File: src/rtl/mem_wb_stage.sv
// MEM/WB pipeline stage: registers the writeback mux candidates, formats load data and stalls
// upstream while a load waits on late memory data. Optional check: MEM_WB_MISALIGN_CHK_EN.
module mem_wb_stage #(
  parameter int unsigned XLEN = 32,
  parameter int unsigned RD_W = 5
) (
  input  logic            clk,
  input  logic            rst_n,
  input  logic            in_valid,
  input  logic            in_reg_write,
  input  logic [RD_W-1:0] in_rd,
  input  logic [1:0]      in_wb_sel,
  input  logic            in_is_load,
  input  logic [2:0]      in_funct3,
  input  logic [XLEN-1:0] in_alu_result,
  input  logic [XLEN-1:0] in_pc_plus4,
  input  logic [XLEN-1:0] in_imm,
  input  logic [XLEN-1:0] dmem_rdata,
  input  logic            dmem_rvalid,
  output logic            stall_o,
`ifdef MEM_WB_MISALIGN_CHK_EN
  output logic            wb_misalign,
`endif
  output logic            wb_valid,
  output logic            wb_reg_write,
  output logic [RD_W-1:0] wb_rd,
  output logic [1:0]      wb_sel,
  output logic [XLEN-1:0] wb_i0,
  output logic [XLEN-1:0] wb_i1,
  output logic [XLEN-1:0] wb_i2,
  output logic [XLEN-1:0] wb_i3
);

  typedef enum logic [0:0] {StRun, StWait} state_e;
  state_e state_q, state_d;

  logic [RD_W-1:0] hold_rd_q;
  logic            hold_rw_q;
  logic [1:0]      hold_sel_q;
  logic [2:0]      hold_f3_q;
  logic [XLEN-1:0] hold_alu_q, hold_pc4_q, hold_imm_q;

  logic [RD_W-1:0] src_rd;
  logic            src_rw, src_is_load;
  logic [1:0]      src_sel;
  logic [2:0]      src_f3;
  logic [XLEN-1:0] src_alu, src_pc4, src_imm;

  // In WAIT the live inputs are ignored and the held load is the source.
  always_comb begin
    src_rd      = in_rd;
    src_rw      = in_reg_write;
    src_is_load = in_is_load;
    src_sel     = in_wb_sel;
    src_f3      = in_funct3;
    src_alu     = in_alu_result;
    src_pc4     = in_pc_plus4;
    src_imm     = in_imm;
    if (state_q == StWait) begin
      src_rd      = hold_rd_q;
      src_rw      = hold_rw_q;
      src_is_load = 1'b1;
      src_sel     = hold_sel_q;
      src_f3      = hold_f3_q;
      src_alu     = hold_alu_q;
      src_pc4     = hold_pc4_q;
      src_imm     = hold_imm_q;
    end
  end

  logic [1:0]      off;
  logic [7:0]      ld_byte;
  logic [15:0]     ld_half;
  logic [XLEN-1:0] ld_data;

  assign off     = src_alu[1:0];
  assign ld_byte = dmem_rdata[{off, 3'b000} +: 8];
  assign ld_half = dmem_rdata[{off[1], 4'b0000} +: 16];

  always_comb begin
    case (src_f3)
      3'b000:  ld_data = {{(XLEN-8){ld_byte[7]}}, ld_byte};
      3'b100:  ld_data = {{(XLEN-8){1'b0}}, ld_byte};
      3'b001:  ld_data = {{(XLEN-16){ld_half[15]}}, ld_half};
      3'b101:  ld_data = {{(XLEN-16){1'b0}}, ld_half};
      default: ld_data = dmem_rdata;
    endcase
  end

  logic take_run, go_wait, emit, rw_ok;

  assign take_run = (state_q == StRun) && in_valid;
  assign go_wait  = take_run && in_is_load && !dmem_rvalid;
  assign emit     = (take_run && (!in_is_load || dmem_rvalid)) ||
                    ((state_q == StWait) && dmem_rvalid);
  assign stall_o  = rst_n && (go_wait || ((state_q == StWait) && !dmem_rvalid));

`ifdef MEM_WB_MISALIGN_CHK_EN
  logic misalign;
  assign misalign = src_is_load && (((src_f3[1:0] == 2'b01) && off[0]) ||
                                    ((src_f3 == 3'b010) && (off != 2'b00)));
  assign rw_ok    = !misalign;
`else
  assign rw_ok    = 1'b1;
`endif

  always_comb begin
    state_d = state_q;
    unique case (state_q)
      StRun:   if (go_wait) state_d = StWait;
      StWait:  if (dmem_rvalid) state_d = StRun;
      default: state_d = StRun;
    endcase
  end

  always_ff @(posedge clk) begin
    if (!rst_n) begin
      state_q      <= StRun;
      hold_rd_q    <= '0;
      hold_rw_q    <= 1'b0;
      hold_sel_q   <= '0;
      hold_f3_q    <= '0;
      hold_alu_q   <= '0;
      hold_pc4_q   <= '0;
      hold_imm_q   <= '0;
      wb_valid     <= 1'b0;
      wb_reg_write <= 1'b0;
      wb_rd        <= '0;
      wb_sel       <= '0;
      wb_i0        <= '0;
      wb_i1        <= '0;
      wb_i2        <= '0;
      wb_i3        <= '0;
`ifdef MEM_WB_MISALIGN_CHK_EN
      wb_misalign  <= 1'b0;
`endif
    end else begin
      state_q      <= state_d;
      wb_valid     <= emit;
      wb_reg_write <= emit && src_rw && rw_ok;
`ifdef MEM_WB_MISALIGN_CHK_EN
      wb_misalign  <= emit && misalign;
`endif
      if (go_wait) begin
        hold_rd_q  <= in_rd;
        hold_rw_q  <= in_reg_write;
        hold_sel_q <= in_wb_sel;
        hold_f3_q  <= in_funct3;
        hold_alu_q <= in_alu_result;
        hold_pc4_q <= in_pc_plus4;
        hold_imm_q <= in_imm;
      end
      // Data registers keep stale values across bubbles.
      if (emit) begin
        wb_rd  <= src_rd;
        wb_sel <= src_sel;
        wb_i0  <= src_alu;
        wb_i1  <= src_is_load ? ld_data : '0;
        wb_i2  <= src_pc4;
        wb_i3  <= src_imm;
      end
    end
  end

endmodule

File: config.mk
export PLATFORM = sky130hd
export DESIGN_NAME = mem_wb_stage
export DESIGN_NICKNAME = d
export VERILOG_FILES = /design/src/rtl/mem_wb_stage.sv
export SDC_FILE = /design/constraint.sdc
export NUM_CORES = 1
export LEC_CHECK = 0
export BUFFER_PORTS_ARGS = -buffer_cell sky130_fd_sc_hd__buf_2
export CAP_MARGIN = 30
export CORE_AREA = 2 2 188 190
export CTS_BUF_LIST = sky130_fd_sc_hd__clkbuf_8
export DETAILED_ROUTE_END_ITERATION = 6
export DIE_AREA = 0 0 190 192
export GPL_TIMING_DRIVEN = 0
export PLACE_DENSITY = 0.47
export SLEW_MARGIN = 10
export SYNTH_ARGS = -nofsm -noshare
export SYNTH_HDL_FRONTEND = slang
export SYNTH_SLANG_ARGS = --single-unit
File: constraint.sdc
create_clock -name clk -period 3.1 [get_ports clk]
set_clock_uncertainty 0.1 [all_clocks]
set_input_delay 0.62 -clock clk [delete_from_list [all_inputs] [get_ports clk]]
set_output_delay 0.62 -clock clk [all_outputs]
set_load 0.01 [all_outputs]
==> results.ini <==
[clocking]
cts_made_buffers=45
clk_latency_ns=0.57
hold_buffers=0
cts_buffer_depth=3
ctsResizeCount=0
cts_max_level=2
cts_setup_buffers=0
cts_num_sinks=245
root_buffer=clkbuf_8
clk_pin_slew_ns=0.05
cts_tree=built

[drt]
post_drt_wl_per_cell_um=17.7
routed_wl_um=34600
drtPass1Iterations=5
vias_per_cell=4.83
via_count=9472
drt_iter0_markers=438
drc=0
final_antenna_net_count=0

[timing]
slew_violations=0
clock.fmax_mhz=361
hold_violations=0
period_needed_ns=2.77
post-route-period-util_pct=89.4
worstMarginPinSlew_ns=0.941
slew_headroom_pct=35.5
setup_violations=0
setup_tns_ns=0
rsz0062_at_grt=false
layout_setup_ws_ns=0.330

[yosys]
synthDistinctLibCells=47
netlist_area_um2=10200
synth_area_per_cell_um2=8.82
synth_warnings=0
ys_ff_latch=245
synth_edf_count=0
synth_top_flop_cell=dfxtp_1
syn_inst=1157
async_reset_ff_share_pct=0
syn_nets=1301
yosysSeqAreaShare_pct=48.1

[floorplan]
core-area_um2=34300
die_area_um2=36500
fp.dieH_um=192
die_w_um=190
floorplan.initialDensity_pct=29.8
num_io_pins=282
rows=68

[final_layout]
layout_commonest_cell=buf_2
layout_common_cells=buf_2, dfxtp_1, nand2_1
multi_input_area_um2=4810
seq_area_um2=4900
fin_nets=1627
drive_above_1_share_pct=27.3
area_growth_pct=26.9
fill_cells=3605

[pwr]
p_leak_nw=5.22
ir_worst_vdd_v=0.000300
p_per_area_nw_per_um2=560

[grt]
antenna_found_initial=8
grt_max_degree=18
grt_first_pass_wirelength_um=51900
grt_pass1_vias=8998
grt.overflow.total=0
track_usage_pct=18.3

[critical_path]
worstSetupEndpointType=output pin
start_kind=primary input
worstPathArrival_ns=2.05
reg2reg_slack_ns=0.78
worstPathMaxFanout=17
critPathKind=in -> out
required_ns=2.38

[flow_run]
cap_violations=0

[place]
routabilityCongestion=0.780
pre_cts_slack_ns=-0.285
hpwl_um=24800
portBuffers=279

[hold_path]
hold_path.class=in -> reg

[run_status]
outcome=finished clean

kinds of logic after synthesis:
kind of cell           share of synthesized area [%]
multiplexers                                    12.3
flip-flops                                      48.1
buffers and inverters                           4.79
AO/OA/AOI/OAI                                   19.6
AND/OR/NAND/NOR                                 15.2
path summary, 6_finish.rpt:
kind / depth (start not counted) / endpoint / start
worst min register to register: 2 / hold_imm_q[31] / hold_imm_q[31]
worst max-delay path: 5 / stall_o / rst_n
worst min-delay path: 3 / hold_imm_q[31] / in_imm[31]
worst max register to register: 8 / wb_i2[23] / state_q
cell usage after synthesis, drive strengths merged, types with 13 or more instances:
cell type | number | share of area (%)
dfxtp | 245 | 48
nand2 | 231 | 8.5
a21oi | 112 | 5.6
nor2 | 108 | 4.0
mux2i | 107 | 11
a211oi | 104 | 7.7
clkbuf | 51 | 1.9
buf | 46 | 2.6
o21ai | 22 | 1.4
a22oi | 19 | 1.4
a221oi | 13 | 1.1
mux2 | 13 | 1.4
worst max-delay path, stage by stage:
cell      delay [ns]
buf_2           0.17
inv_2           0.38
clkbuf_1        0.51
nor3_1          0.18
buf_2           0.18
flip-flops by register name (all words and copies together), names as in the netlist:
name / flops
hold_alu_q: 32
hold_imm_q: 32
hold_pc4_q: 32
wb_i0: 32
wb_i1: 32
wb_i2: 32
wb_i3: 32
hold_rd_q: 5
wb_rd: 5
hold_f3_q: 3
hold_sel_q: 2
wb_sel: 2
hold_rw_q: 1
state_q: 1
wb_reg_write: 1
wb_valid: 1
metal layers:
layer / GRT usage, % / vias up / part of all wire, %
met4: 4.83 / 10 / 1.8
met3: 4.77 / 61 / 6.4
met5: 0 / - / 0.16
met1: 24.1 / 4393 / 46
li1: - / 4732 / -
met2: 29.6 / 276 / 46
per-stage QoR:
step | area (um^2) | cells | power (mW) | utilization (%) | hold WS (ns)
final | 13000 | 1961 | 7.26 | 37.8 | 0.199
after floorplan | 10200 | 1157 | 4.07 | - | 0.333
after detailed placement | 12200 | 1892 | 4.54 | 35.5 | 0.346
after global routing | 12900 | 1959 | 7.64 | 37.8 | 0.176
after CTS | 12900 | 1959 | 7.38 | 37.8 | 0.157
after global placement | 12200 | 1891 | 4.54 | 35.5 | 0.341
area by class of cell:
class,count,share of cell area (%)
multi-input cells,805,37.1
plain buffers,96,3.46
inverters,10,0.290
diodes,2,0.0386
repair buffers,280,10.9
clock inverters,18,0.628
well taps,455,4.40
clock buffers,50,5.31
flip-flops and latches,245,37.9
power breakdown:
part           switching [mW]  total [mW]  internal (mW)
clock network            1.34        2.79           1.45
registers              0.0965        3.43           3.33
logic                   0.631        1.03          0.402
No activity file was read; power rests on OpenSTA's default activity.
